File: config.mk
export PLATFORM = sky130hd
export DESIGN_NAME = spi_master_arbiter
export DESIGN_NICKNAME = d
export VERILOG_FILES = /design/src/rtl/spi_master_arbiter.sv
export SDC_FILE = /design/constraint.sdc
export NUM_CORES = 1
export LEC_CHECK = 0
export CORE_UTILIZATION = 53
export DETAILED_ROUTE_END_ITERATION = 8
export PLACE_DENSITY = 0.83
export SETUP_SLACK_MARGIN = 0.1
export SLEW_MARGIN = 20
export SYNTH_ARGS = -nofsm -noshare
export SYNTH_HDL_FRONTEND = slang
export SYNTH_SLANG_ARGS = --single-unit
export TNS_END_PERCENT = 10
File: constraint.sdc
create_clock -name clk_c -period 4.4 [get_ports clk_c]
set_input_delay 1.32 -clock clk_c [delete_from_list [all_inputs] [get_ports clk_c]]
set_output_delay 1.32 -clock clk_c [all_outputs]
set_load 0.02 [all_outputs]
File: src/rtl/spi_master_arbiter.sv
// spi_master_arbiter: shares one SPI mode-0 link between R requesters, round-robin,
// sequencing complete N-bit frames. All outputs are registered.
module spi_master_arbiter #(
    parameter int N       = 8,
    parameter int R       = 2,
    parameter int CLK_DIV = 2
) (
    input  logic           clk_c,
    input  logic           reset_r,
    input  logic [R-1:0]   req_i,
    input  logic [R*N-1:0] data_i,
    output logic [R-1:0]   grant_o,
    output logic [R-1:0]   done_o,
    output logic [N-1:0]   rx_data_o,
    output logic           busy_o,
    output logic           sclk_o,
    output logic           cs_o,
    output logic           mosi_o,
    input  logic           miso_i
);
    localparam int PW = (R > 1) ? $clog2(R) : 1;
    localparam int CW = (N > 1) ? $clog2(N) : 1;
    localparam int DW = (CLK_DIV > 1) ? $clog2(CLK_DIV) : 1;

    typedef enum logic [1:0] {
        IDLE_S  = 2'd0,
        LOAD_S  = 2'd1,
        SHIFT_S = 2'd2,
        DONE_S  = 2'd3
    } state_t;

    state_t          state_q, state_d;
    logic [PW-1:0]   ptr_q, ptr_d, win_q, win_d, win_s;
    logic [N-1:0]    tx_q, tx_d, rx_q, rx_d, rxd_q, rxd_d;
    logic [CW-1:0]   bit_q, bit_d;
    logic [DW-1:0]   div_q, div_d;
    logic [R-1:0]    grant_q, grant_d, done_q, done_d;
    logic            busy_q, busy_d, sclk_q, sclk_d, cs_q, cs_d, mosi_q, mosi_d;

    // Index `offset` positions after `base`, wrapping modulo R.
    function automatic logic [PW-1:0] rr_index(input logic [PW-1:0] base, input int offset);
        int sum;
        sum = int'(base) + offset;
        return (sum >= R) ? PW'(sum - R) : PW'(sum);
    endfunction

    // Round-robin winner: first set request scanning from ptr upward.
    always_comb begin
        win_s = ptr_q;
        for (int i = R - 1; i >= 0; i--) begin
            win_s = req_i[rr_index(ptr_q, i)] ? rr_index(ptr_q, i) : win_s;
        end
    end

    // Next-state and next-output logic; outputs are set on entry to the state that owns them.
    always_comb begin
        state_d = state_q;
        ptr_d   = ptr_q;
        win_d   = win_q;
        tx_d    = tx_q;
        rx_d    = rx_q;
        rxd_d   = rxd_q;
        bit_d   = bit_q;
        div_d   = div_q;
        grant_d = grant_q;
        done_d  = '0;
        sclk_d  = sclk_q;
        cs_d    = cs_q;
        mosi_d  = mosi_q;
        busy_d  = 1'b0;
        case (state_q)
            IDLE_S: begin
                grant_d = '0;
                cs_d    = 1'b0;
                sclk_d  = 1'b0;
                mosi_d  = 1'b0;
                if (|req_i) begin
                    state_d = LOAD_S;
                    win_d   = win_s;
                    tx_d    = data_i[int'(win_s)*N +: N];
                    mosi_d  = data_i[int'(win_s)*N + N - 1];
                    grant_d = {{(R-1){1'b0}}, 1'b1} << win_s;
                    cs_d    = 1'b1;
                    bit_d   = '0;
                    div_d   = '0;
                end else begin
                    state_d = IDLE_S;
                end
            end
            LOAD_S: begin
                state_d = SHIFT_S;
            end
            SHIFT_S: begin
                if (div_q == DW'(CLK_DIV - 1)) begin
                    div_d  = '0;
                    sclk_d = ~sclk_q;
                    if (!sclk_q) begin
                        rx_d = {rx_q[N-2:0], miso_i};
                    end else if (bit_q == CW'(N - 1)) begin
                        // Last falling edge closes the frame.
                        state_d       = DONE_S;
                        sclk_d        = 1'b0;
                        cs_d          = 1'b0;
                        mosi_d        = 1'b0;
                        rxd_d         = rx_q;
                        done_d[win_q] = 1'b1;
                        ptr_d         = rr_index(win_q, 1);
                    end else begin
                        bit_d  = bit_q + CW'(1);
                        tx_d   = tx_q << 1;
                        mosi_d = tx_q[N-2];
                    end
                end else begin
                    div_d = div_q + DW'(1);
                end
            end
            DONE_S: begin
                state_d = IDLE_S;
                grant_d = '0;
            end
            default: begin
                state_d = IDLE_S;
            end
        endcase
        busy_d = (state_d != IDLE_S);
    end

    // State and output registers with synchronous reset.
    always_ff @(posedge clk_c) begin
        if (reset_r) begin
            state_q <= IDLE_S;
            ptr_q   <= '0;
            win_q   <= '0;
            tx_q    <= '0;
            rx_q    <= '0;
            rxd_q   <= '0;
            bit_q   <= '0;
            div_q   <= '0;
            grant_q <= '0;
            done_q  <= '0;
            busy_q  <= 1'b0;
            sclk_q  <= 1'b0;
            cs_q    <= 1'b0;
            mosi_q  <= 1'b0;
        end else begin
            state_q <= state_d;
            ptr_q   <= ptr_d;
            win_q   <= win_d;
            tx_q    <= tx_d;
            rx_q    <= rx_d;
            rxd_q   <= rxd_d;
            bit_q   <= bit_d;
            div_q   <= div_d;
            grant_q <= grant_d;
            done_q  <= done_d;
            busy_q  <= busy_d;
            sclk_q  <= sclk_d;
            cs_q    <= cs_d;
            mosi_q  <= mosi_d;
        end
    end

    assign grant_o   = grant_q;
    assign done_o    = done_q;
    assign rx_data_o = rxd_q;
    assign busy_o    = busy_q;
    assign sclk_o    = sclk_q;
    assign cs_o      = cs_q;
    assign mosi_o    = mosi_q;
endmodule

=== Word level (Yosys, flattened, before mapping) ===
Cells that the tools add are included.

* Input port bits: 21
* Bits in registers: 39
* Output and inout port bits: 16
* Logic and storage cells: 109

* Reduce and logical (&&, ||, !) cells: 15
* Bitwise logic cells: 4
* Add/subtract/negate cells: 9
* Shifts and indexed selects: 2
* Eq/ne operators: 9
* Magnitude comparators: 8
* Muxes and demuxes: 48

{| class="wikitable"
|+ Operator list
! kind !! count
|-
| 2-to-1 mux 7 bit || 4
|-
| 2-to-1 mux 1 bit || 26
|-
| variable part select 16 x 5 -> 7 bit || 1
|-
| one-hot mux 7 bit (2 select lines) || 1
|-
| 2-to-1 mux 3 bit || 4
|-
| != test 2 bit, second input constant || 5
|-
| 2-to-1 mux 2 bit || 4
|-
| one-hot mux 1 bit (2 select lines) || 4
|-
| one-hot mux 2 bit (4 select lines) || 1
|-
| AND reduction 4 bit || 2
|-
| < comparator 1 x 2 -> 1 bit, second input constant || 3
|-
| < comparator 6 bit, second input constant || 1
|-
| one-hot mux 3 bit (2 select lines) || 1
|-
| AND reduction 2 bit || 3
|-
| AND reduction 3 bit || 2
|-
| nonzero test 2 bit || 3
|-
| subtractor 5 x 1 -> 6 bit, second input constant || 1
|-
| adder 4 x 4 -> 5 bit, second input constant || 1
|-
| AND reduction 5 bit || 1
|-
| OR reduction 5 bit || 1
|-
| adder 1 x 1 -> 2 bit, second input constant || 2
|-
| binary-select mux 1 bit (select 4 bit) || 1
|-
| equality test 2 bit, second input constant || 2
|-
| greater-or-equal comparator 2 bit, second input constant || 2
|-
| 14 further kinds || 19
|}

=== Logic depth before layout (Yosys ltp) ===
Gate-level depths: netlist of the first run.

* Depth in word-level cells: 14
* Mapped depth: 8
* Gate-level depth less buffers: 6

=== Worst setup path before layout of the first run ===
Ideal clock, no wire load.

* Path type: input -> register
* Start point: in req_i[1]
* End point: reg tx_q[1]
* Path buffers: 3
* Required time: 4.272 ns
* Slack: 1.835 ns
* Setup time: 0.128 ns
* Cell stages on the path: 7
* Arrival: 2.437 ns
* Cell sequence: buf_4 or3b_1 buf_6 and2_4 buf_6 a32oi_1 o31ai_1

* Longest elaborated chain between the ends: 7
* Elaborated cells on any way between the ends: 12
* Those cells by class: eq/ne (1); shift (1); mux (8); reduce/logical (2)

{| class="wikitable"
|+ RTL lines
! item !! RTL line !! text
|-
| start: declaration || 10 || <nowiki>input logic [R-1:0] req_i,</nowiki>
|-
| 2-to-1 mux 1 bit (not written as such) (2 in a row) || 51 || <nowiki>win_s = req_i[rr_index(ptr_q, i)] ? rr_index(ptr_q, i) : win_s;</nowiki>
|-
| 2-to-1 mux 1 bit (2 in a row) || 51 ||
|-
| variable part select 16 x 5 -> 7 bit || 80 || <nowiki>tx_d = data_i[int'(win_s)*N +: N];</nowiki>
|-
| 2-to-1 mux 7 bit || 77 || <nowiki>if (|req_i) begin</nowiki>
|-
| one-hot mux 7 bit (2 select lines) || 71 || <nowiki>case (state_q)</nowiki>
|-
| end signal: assignment || 149 || <nowiki>tx_q <= tx_d;</nowiki>
|-
| end: declaration || 34 || <nowiki>logic [N-1:0] tx_q, tx_d, rx_q, rx_d, rxd_q, rxd_d;</nowiki>
|}

Several ways; a longest one is shown, not always the timed one. The select of a mux whose other input is x is not followed.
A chain may end at the register's enable or synchronous reset.

=== Worst setup path in the final report of the first run ===
* Start point: in req_i[1]
* End point: reg tx_q[5]

The elaborated chain is that of the path after synthesis.

==> flow_metrics.env, run 1 <==
export IMPL_status="finished, final reports clean"
export IMPL_syn_nets=216
export IMPL_max_freq_mhz=359.3
export IMPL_port_buffers=36
export IMPL_critPathTopFamily="buffers and inverters"
export IMPL_initial_utilization_pct=56.19
export IMPL_netlist_instances=190
export IMPL_multiInputGateArea_um2=833.3
export IMPL_antenna_cells=0
export IMPL_cpPeakStageDelay_ps=650
export IMPL_p_leak_nw=0.7990
export IMPL_setup_violations=0
export IMPL_slew_violations=0
export IMPL_rows=20
export IMPL_ys_ff_latch=39
export IMPL_gp_congestion=0.8166
export IMPL_fin_crit_sh_pct=63.26
export IMPL_cts_root_buffer="clkbuf_4"
export IMPL_drtPass1Iterations=4
export IMPL_tritoncts="done"
export IMPL_ys_seq_area_share_pct=45.51
export IMPL_syn_avg_cell_area_um2=9.028
export IMPL_maxCapViolCount=0
export IMPL_vias=1460
export IMPL_clock_latency_ps=330
export IMPL_grt_pass1_wl_um=6092
export IMPL_die_w_um=58.89
export IMPL_drcViolationCount=0
export IMPL_drt_vias_per_instance=5.468
export IMPL_grt_max_degree=27
export IMPL_hp_class="reg2reg"
export IMPL_worstMarginPinSlew_ps=501.7
export IMPL_finalWirelength_um=3699
export IMPL_cp_start_kind="input pin"
export IMPL_clock_skew_final_ps=15.98
export IMPL_final_seq_area_um2=780.7
export IMPL_peakVddDrop_uv=244.7
export IMPL_final_cell_mix="39 x nand2_1, 39 x dfxtp_1, 36 x clkdlybuf4s50_1"
export IMPL_cp_data_required_time_ps=4630
export IMPL_cp_num_buf_inv=2
export IMPL_power_w=0.0007567
export IMPL_die_area_um2=3468
export IMPL_core_um2=3053
export IMPL_clockBufferDepth=2
export IMPL_tns_ps=0
export IMPL_post_cts_buffers=0
export IMPL_ios=37
export IMPL_clk_pin_slew_ps=120
export IMPL_slowest_stage="clkdlybuf4s50_1"
export IMPL_overflow=0
export IMPL_ctsResizeCount=0
export IMPL_crit_path_end_kind="register"
export IMPL_critPathMaxFanout=8
export IMPL_antenna_found_initial=0
export IMPL_fill_cells=258
export IMPL_grt_usage_pct=22.85
export IMPL_cts_num_sinks=39
export IMPL_path_class="in2reg"
export IMPL_synthDistinctLibCells=39
export IMPL_cp_arrival_ps=3020
export IMPL_rsz0062_at_grt="false"
export IMPL_wl_per_cell_um=13.85
export IMPL_yosys_warnings=0
export IMPL_drt_iter0_markers=67
export IMPL_final_nets=248
export IMPL_dieHeight_um=58.89
export IMPL_grt_pass1_vias=1428
export IMPL_slew_limit_headroom_pct=66.45
export IMPL_cts_hold_buf=0
export IMPL_synth_area_um2=1715
export IMPL_hpwl_um=2808
export IMPL_layout_drive_gt1_share_pct=7.623
export IMPL_fin_crit_ps=2784
export IMPL_hold_viol_final=0
export IMPL_htree_levels=2
export IMPL_syn_to_final_growth_pct=24.87
export IMPL_cts_buffers=5
export IMPL_path_cells="clkdlybuf4s50_1 -> inv_1 -> maj3_1 -> mux2i_1 -> o31ai_1"
export IMPL_ant_nets=0
export IMPL_p_per_area_nw_per_um2=353.3
-- kinds of logic after synthesis --
kind of cell             count (synthesis)  synth area share, %
XOR/XNOR                                 1               0.5107
AND/OR/NAND/NOR                         70                19.69
buffers and inverters                   17                5.908
AO/OA/AOI/OAI                           48                18.89
adder cells (fa/ha/maj)                  6                4.231
multiplexers                             9                5.252
flip-flops                              39                45.51
-- per-layer routing --
metal	vias up	GRT usage, %	share of wire [%]
met5	-	0	0
met4	0	3.741	0.65
met3	4	5.934	3.9
met2	34	42.53	55
met1	691	26.49	41
li1	731	-	-
-- sequential cells by signal (all words and copies together) (netlist names) --
name	flops
bit_q	3
busy_o	1
cs_o	1
div_q	1
done_o	2
grant_o	2
mosi_o	1
ptr_q	1
rx_data_o	8
rx_q	8
sclk_o	1
state_q	2
tx_q	7
win_q	1
-- power breakdown --
part / switching [W] / leakage, nW / internal (W) / total, W
clock: 0.000112 / 0.0482 / 0.000134 / 0.000246
combinational: 0.0000661 / 0.433 / 0.0000610 / 0.000127
sequential: 0.0000109 / 0.317 / 0.000372 / 0.000383
-- worst reg2reg max path: stages, from the launching register on --
cell	delay [ps]
dfxtp_1	400
inv_1	80
ha_1	340
and3_1	290
nand2_1	370
a211oi_1	160
or2_2	290
-- synthesized netlist by cell type --
cell type	instances	area, um^2
and2_4	1	8.760
mux2i_1	9	90.09
or3b_1	1	8.760
nand4_1	2	12.51
a211oi_1	1	7.510
nand3_1	1	5.000
a32oi_1	6	52.55
or2_2	2	12.51
dfxtp_1	39	780.8
o21ai_2	1	8.760
a22oi_2	1	12.51
o31ai_1	7	52.55
ha_1	5	62.56
buf_4	1	7.510
maj3_1	1	10.01
a22oi_1	3	22.52
and3_1	3	18.77
and4b_1	1	10.01
inv_1	5	18.77
xnor2_1	1	8.760
o21ai_0	2	10.01
a21oi_1	23	115.1
nand3b_1	2	15.01
nor3_1	1	5.000
clkbuf_8	1	13.76
nor3b_1	1	7.510
and2b_2	2	17.52
o221ai_1	1	8.760
and2_1	1	6.260
o21ai_4	1	16.27
o311a_1	1	10.01
a21boi_0	1	7.510
clkbuf_1	6	22.52
nor2_1	7	26.28
buf_6	3	33.78
nand2b_1	2	12.51
buf_2	1	5.000
nand2_1	39	146.4
nor2b_1	4	25.02
-- worst paths after layout --
path	end	cells after the start	slack [ps]	start
worst max-delay path	tx_q[5]	5	1620	req_i[1]
worst min-delay path	bit_q[1]	2	470	bit_q[1]
worst max register to register	busy_o	6	2380	state_q[0]
worst min register to register	bit_q[1]	2	470	bit_q[1]
-- final cells by class --
class / instances / area share, %
Clock buffer: 6 / 2.395
Clock inverter: 2 / 1.636
Inverter: 5 / 0.8762
Multi-Input combinational cell: 134 / 38.90
Sequential cell: 39 / 36.45
Tap cell: 44 / 2.570
Timing Repair Buffer: 37 / 17.17
-- metrics by stage --
stage	setup slack (ps)	area [um^2]	hold WS [ps]	util [%]	cells
after floorplan	1835	1715	431.5	-	190
after global placement	1417	2056	441.8	67.34	259
after detailed placement	1309	2056	448.7	67.34	259
after CTS	1645	2142	465.5	70.16	267
after global routing	1554	2142	477.9	70.16	267
final	1616	2142	465.4	70.16	267
(Power assumes the default switching activity.)
==> inputs of run 2 (changes only) <==
--- a/config.mk
+++ b/config.mk
@@ -5,9 +5,9 @@
 export SDC_FILE = /design/constraint.sdc
 export NUM_CORES = 1
 export LEC_CHECK = 0
-export CORE_UTILIZATION = 53
+export CORE_UTILIZATION = 50
 export DETAILED_ROUTE_END_ITERATION = 8
-export PLACE_DENSITY = 0.83
+export PLACE_DENSITY = 0.79
 export SETUP_SLACK_MARGIN = 0.1
 export SLEW_MARGIN = 20
 export SYNTH_ARGS = -nofsm -noshare
==> constraint.sdc (replaced) <==
create_clock -name clk_c -period 2.8 [get_ports clk_c]
set_input_delay 0.84 -clock clk_c [delete_from_list [all_inputs] [get_ports clk_c]]
set_output_delay 0.84 -clock clk_c [all_outputs]
set_load 0.02 [all_outputs]
==> run 2 against run 1 <==
Net effect: total power grew 45%; critical path depth shrank 4; sequential power grew 57%; combinational power is 56% higher; setup slack lost 1000 ps; hold slack worse by 1.5 ps; non-clock buffer count rose by 2; clock-buffer cell count is the same; largest cell class unchanged; global-route usage rose by 0.13 points; routed wire length is 1.1% higher; first-iteration DRC count grew 31%.
==> flow_metrics.env, run 2 (synthesis results as in run 1) <==
export IMPL_fill_cells=278
export IMPL_maxCapViolCount=0
export IMPL_grt_usage_pct=22.98
export IMPL_cp_num_buf_inv=1
export IMPL_vias=1468
export IMPL_cts_hold_buf=0
export IMPL_die_area_um2=3669
export IMPL_drtPass1Iterations=4
export IMPL_drt_vias_per_instance=5.478
export IMPL_dp_cells=261
export IMPL_critPathTopFamily="buffers and inverters"
export IMPL_p_leak_nw=0.7945
export IMPL_grt_pass1_vias=1406
export IMPL_r2r_setup_slack_ps=760
export IMPL_wl_per_cell_um=13.95
export IMPL_port_buffers=36
export IMPL_hpwl_um=2744
export IMPL_rsz0062_at_grt="false"
export IMPL_dpl_instance_area_um2=2071
export IMPL_antenna_cells=0
export IMPL_grt_pass1_wl_um=6168
export IMPL_tritoncts="done"
export IMPL_finalInstanceArea_um2=2127
export IMPL_dieHeight_um=60.57
export IMPL_hp_class="reg2reg"
export IMPL_cts_buffers=5
export IMPL_drt_iter0_markers=88
export IMPL_crit_path_end_kind="primary output"
export IMPL_worstMarginPinSlew_ps=495.6
export IMPL_tns_ps=0
export IMPL_die_w_um=60.57
export IMPL_ant_nets=0
export IMPL_finalWirelength_um=3739
export IMPL_clockBufferDepth=2
export IMPL_clk_pin_slew_ps=110
export IMPL_core_um2=3153
export IMPL_clock_latency_ps=340
export IMPL_slowest_stage="clkdlybuf4s50_1"
export IMPL_rows=20
export IMPL_cp_arrival_ps=1380
export IMPL_peakVddDrop_uv=285.0
export IMPL_max_freq_mhz=449.6
export IMPL_final_cell_mix="39 x nand2_1, 39 x dfxtp_1, 36 x clkdlybuf4s50_1"
export IMPL_path_class="reg2out"
export IMPL_setup_violations=0
export IMPL_slew_limit_headroom_pct=66.84
export IMPL_slew_violations=0
export IMPL_final_nets=250
export IMPL_htree_levels=2
export IMPL_grt_max_degree=26
export IMPL_overflow=0
export IMPL_cts_root_buffer="clkbuf_4"
export IMPL_cp_data_required_time_ps=1960
export IMPL_stdcell_count=268
export IMPL_clock_skew_final_ps=1.479
export IMPL_layout_drive_gt1_share_pct=8.036
export IMPL_drcViolationCount=0
export IMPL_fin_util_pct=67.46
export IMPL_antenna_found_initial=0
export IMPL_cp_start_kind="register"
export IMPL_status="finished, final reports clean"
export IMPL_ios=37
export IMPL_syn_to_final_growth_pct=24.00
export IMPL_initial_utilization_pct=54.40
export IMPL_p_per_area_nw_per_um2=514.3
export IMPL_ctsResizeCount=0
export IMPL_hold_viol_final=0
export IMPL_fin_crit_ps=2224
export IMPL_fin_crit_sh_pct=79.43
export IMPL_critPathMaxFanout=6
export IMPL_cpPeakStageDelay_ps=630
export IMPL_power_w=0.001094
export IMPL_post_cts_buffers=0
export IMPL_cts_num_sinks=39
export IMPL_gp_congestion=0.8035
export IMPL_path_cells="clkdlybuf4s50_1"
==> run 2: final cells by class <==
cell class | count | area (um^2) | share of cell area [%]
Sequential cell | 39 | 780.7 | 36.71
Clock buffer | 6 | 51.30 | 2.412
Timing Repair Buffer | 39 | 382.9 | 18.00
Tap cell | 44 | 55.05 | 2.588
Inverter | 5 | 18.77 | 0.8824
Clock inverter | 1 | 5.005 | 0.2353
Multi-Input combinational cell | 134 | 833.3 | 39.18
==> run 2: report_power, final <==
group | switching (W) | internal [W]
Combinational | 0.000101 | 0.0000976
Sequential | 0.0000180 | 0.000585
Clock | 0.000176 | 0.000116
Total | 0.000295 | 0.000799
==> run 2: path summary, 6_finish.rpt <==
kind                      from      endpoint  cells past startpoint
hold reg to reg   rx_data_o[0]  rx_data_o[0]                      2
hold / removal    rx_data_o[0]  rx_data_o[0]                      2
setup / recovery        sclk_o        sclk_o                      1
setup reg to reg    state_q[0]        busy_o                      6
==> run 2: metrics by stage <==
step	hold WS, ps	setup slack [ps]
finish	463.9	575.9
detailed placement	449.6	299.5
floorplan	431.5	714.8
global route	476.4	485.7
CTS	465.2	543.8
global placement	442.7	328.0
==> run 2: per-layer routing <==
metal  track usage [%]  routed length [um]  vias to the layer above
met2             40.97                1910                       43
met5                 0                   0                        -
met4             8.117                  25                        0
met1             25.50                1619                      694
li1                  -                   -                      727
met3             7.676                 184                        4
==> inputs of run 3 (changes only) <==
==> constraint.sdc (replaced) <==
create_clock -name clk_c -period 2.1 [get_ports clk_c]
set_input_delay 0.63 -clock clk_c [delete_from_list [all_inputs] [get_ports clk_c]]
set_output_delay 0.63 -clock clk_c [all_outputs]
set_load 0.02 [all_outputs]
==> run 3 against run 2 <==
Net effect: routed wire length is 1.2% higher; sequential cell count did not move; setup slack got worse by 420 ps; final cell count up 2.6%; global-route usage shrank 0.16 points; clock skew rose by 11 ps; total power up 35%; clock power up 33%; sequential power grew 33%; die area did not move; cell area increased by 2.5%; largest cell class unchanged; largest power group unchanged.
==> flow_metrics.env, run 3 (synthesis results as in run 1) <==
export IMPL_drcViolationCount=0
export IMPL_ant_nets=0
export IMPL_drt_iter0_markers=49
export IMPL_cp_start_kind="register"
export IMPL_p_leak_nw=0.8332
export IMPL_slowest_stage="clkdlybuf4s50_1"
export IMPL_cp_data_required_time_ps=1470
export IMPL_dpl_instance_area_um2=2123
export IMPL_status="finished, final reports clean"
export IMPL_worstMarginPinSlew_ps=487.1
export IMPL_cp_arrival_ps=1320
export IMPL_fin_crit_ps=1945
export IMPL_overflow=0
export IMPL_cts_buffers=5
export IMPL_gr_usage_met3_pct=7.249
export IMPL_port_buffers=36
export IMPL_slew_violations=0
export IMPL_antenna_found_initial=0
export IMPL_rows=20
export IMPL_ios=37
export IMPL_gp_congestion=0.8016
export IMPL_slew_limit_headroom_pct=67.40
export IMPL_path_class="reg2out"
export IMPL_clock_skew_final_ps=12.13
export IMPL_cpPeakStageDelay_ps=610
export IMPL_p_comb_share_pct=19.2
export IMPL_busiest_layer="met2"
export IMPL_hpwl_um=2856
export IMPL_dieHeight_um=60.57
export IMPL_grt_usage_pct=22.82
export IMPL_hp_class="reg2reg"
export IMPL_wl_per_cell_um=13.76
export IMPL_drt_vias_per_instance=5.324
export IMPL_die_area_um2=3669
export IMPL_htree_levels=2
export IMPL_finalWirelength_um=3785
export IMPL_hold_viol_final=0
export IMPL_peakVddDrop_uv=487.1
export IMPL_tns_ps=0
export IMPL_switchingPower_w=0.0003954
export IMPL_p_int_w=0.001077
export IMPL_grt_pass1_vias=1428
export IMPL_initial_utilization_pct=54.40
export IMPL_core_um2=3153
export IMPL_vias=1464
export IMPL_syn_to_final_growth_pct=27.06
export IMPL_grt_pass1_wl_um=6237
export IMPL_setup_violations=0
export IMPL_path_cells="clkdlybuf4s50_1"
export IMPL_clk_pin_slew_ps=110
export IMPL_antenna_cells=0
export IMPL_finalInstanceArea_um2=2180
export IMPL_maxCapViolCount=0
export IMPL_cts_root_buffer="clkbuf_4"
export IMPL_final_nets=257
export IMPL_layout_drive_gt1_share_pct=11.26
export IMPL_pwr_share_clk_pct=26.3
export IMPL_cp_num_buf_inv=1
export IMPL_p_per_area_nw_per_um2=675.7
export IMPL_drtPass1Iterations=4
export IMPL_swShare_pct=26.85
export IMPL_seqPwrFrac_pct=54.5
export IMPL_max_freq_mhz=514.1
export IMPL_critPathMaxFanout=2
export IMPL_tritoncts="done"
export IMPL_use_met1_pct=27.16
export IMPL_crit_path_end_kind="primary output"
export IMPL_clockBufferDepth=2
export IMPL_grt_max_degree=26
export IMPL_final_cell_mix="39 x nand2_1, 39 x dfxtp_1, 35 x clkdlybuf4s50_1"
export IMPL_fin_crit_sh_pct=92.63
export IMPL_fill_cells=287
export IMPL_clock_latency_ps=340
export IMPL_cts_num_sinks=39
export IMPL_power_w=0.001473
export IMPL_rsz0062_at_grt="true"
export IMPL_critPathTopFamily="buffers and inverters"
export IMPL_die_w_um=60.57
export IMPL_grtUsageMet2_pct=40.66
-- run 3: cell type report --
class / count / area (um^2) / share of cell area (%)
Inverter: 5 / 18.77 / 0.8611
Timing Repair Buffer: 46 / 434.2 / 19.92
Multi-Input combinational cell: 134 / 834.6 / 38.29
Sequential cell: 39 / 780.7 / 35.82
Tap cell: 44 / 55.05 / 2.526
Clock buffer: 6 / 51.30 / 2.354
Clock inverter: 1 / 5.005 / 0.2296
-- run 3: power by group through the flow --
stage	logic [W]	clock network [W]	registers [W]
floorplan	0.000156	0	0.000831
global placement	0.000271	0	0.000818
detailed placement	0.000282	0	0.000821
CTS	0.000283	0.000394	0.000804
global route	0.000309	0.000422	0.000809
finish	0.000282	0.000387	0.000803
-- run 3: what timing repair did --
action,CTS,global route
gates cloned,0,0
gates resized for setup,1,1
hold buffers,0,0
endpoints found under the setup margin,1,2
buffers inserted,0,0
-- run 3: path summary, 6_finish.rpt --
check	from	end	slack, ps	depth (start not counted)
max	rx_data_o[0]	rx_data_o[0]	150	1
min	rx_data_o[4]	rx_data_o[4]	460	2
max reg2reg	state_q[0]	tx_q[1]	290	6
min reg2reg	rx_data_o[4]	rx_data_o[4]	460	2
-- run 3: per-stage QoR --
stage	hold WS, ps	util (%)	worst slack, ps	instances
final	462.1	69.13	154.7	275
after detailed placement	449.0	67.34	-161.6	268
after global placement	442.6	67.34	-68.92	268
after global routing	482.9	69.13	94.36	275
after floorplan	431.5	-	224.8	190
after CTS	465.6	69.09	137.4	275
-- run 3: layer usage --
metal / vias up / wire length [um]
met5: - / 0
met4: 0 / 21
met3: 2 / 165
met2: 28 / 1914
met1: 684 / 1683
li1: 750 / -
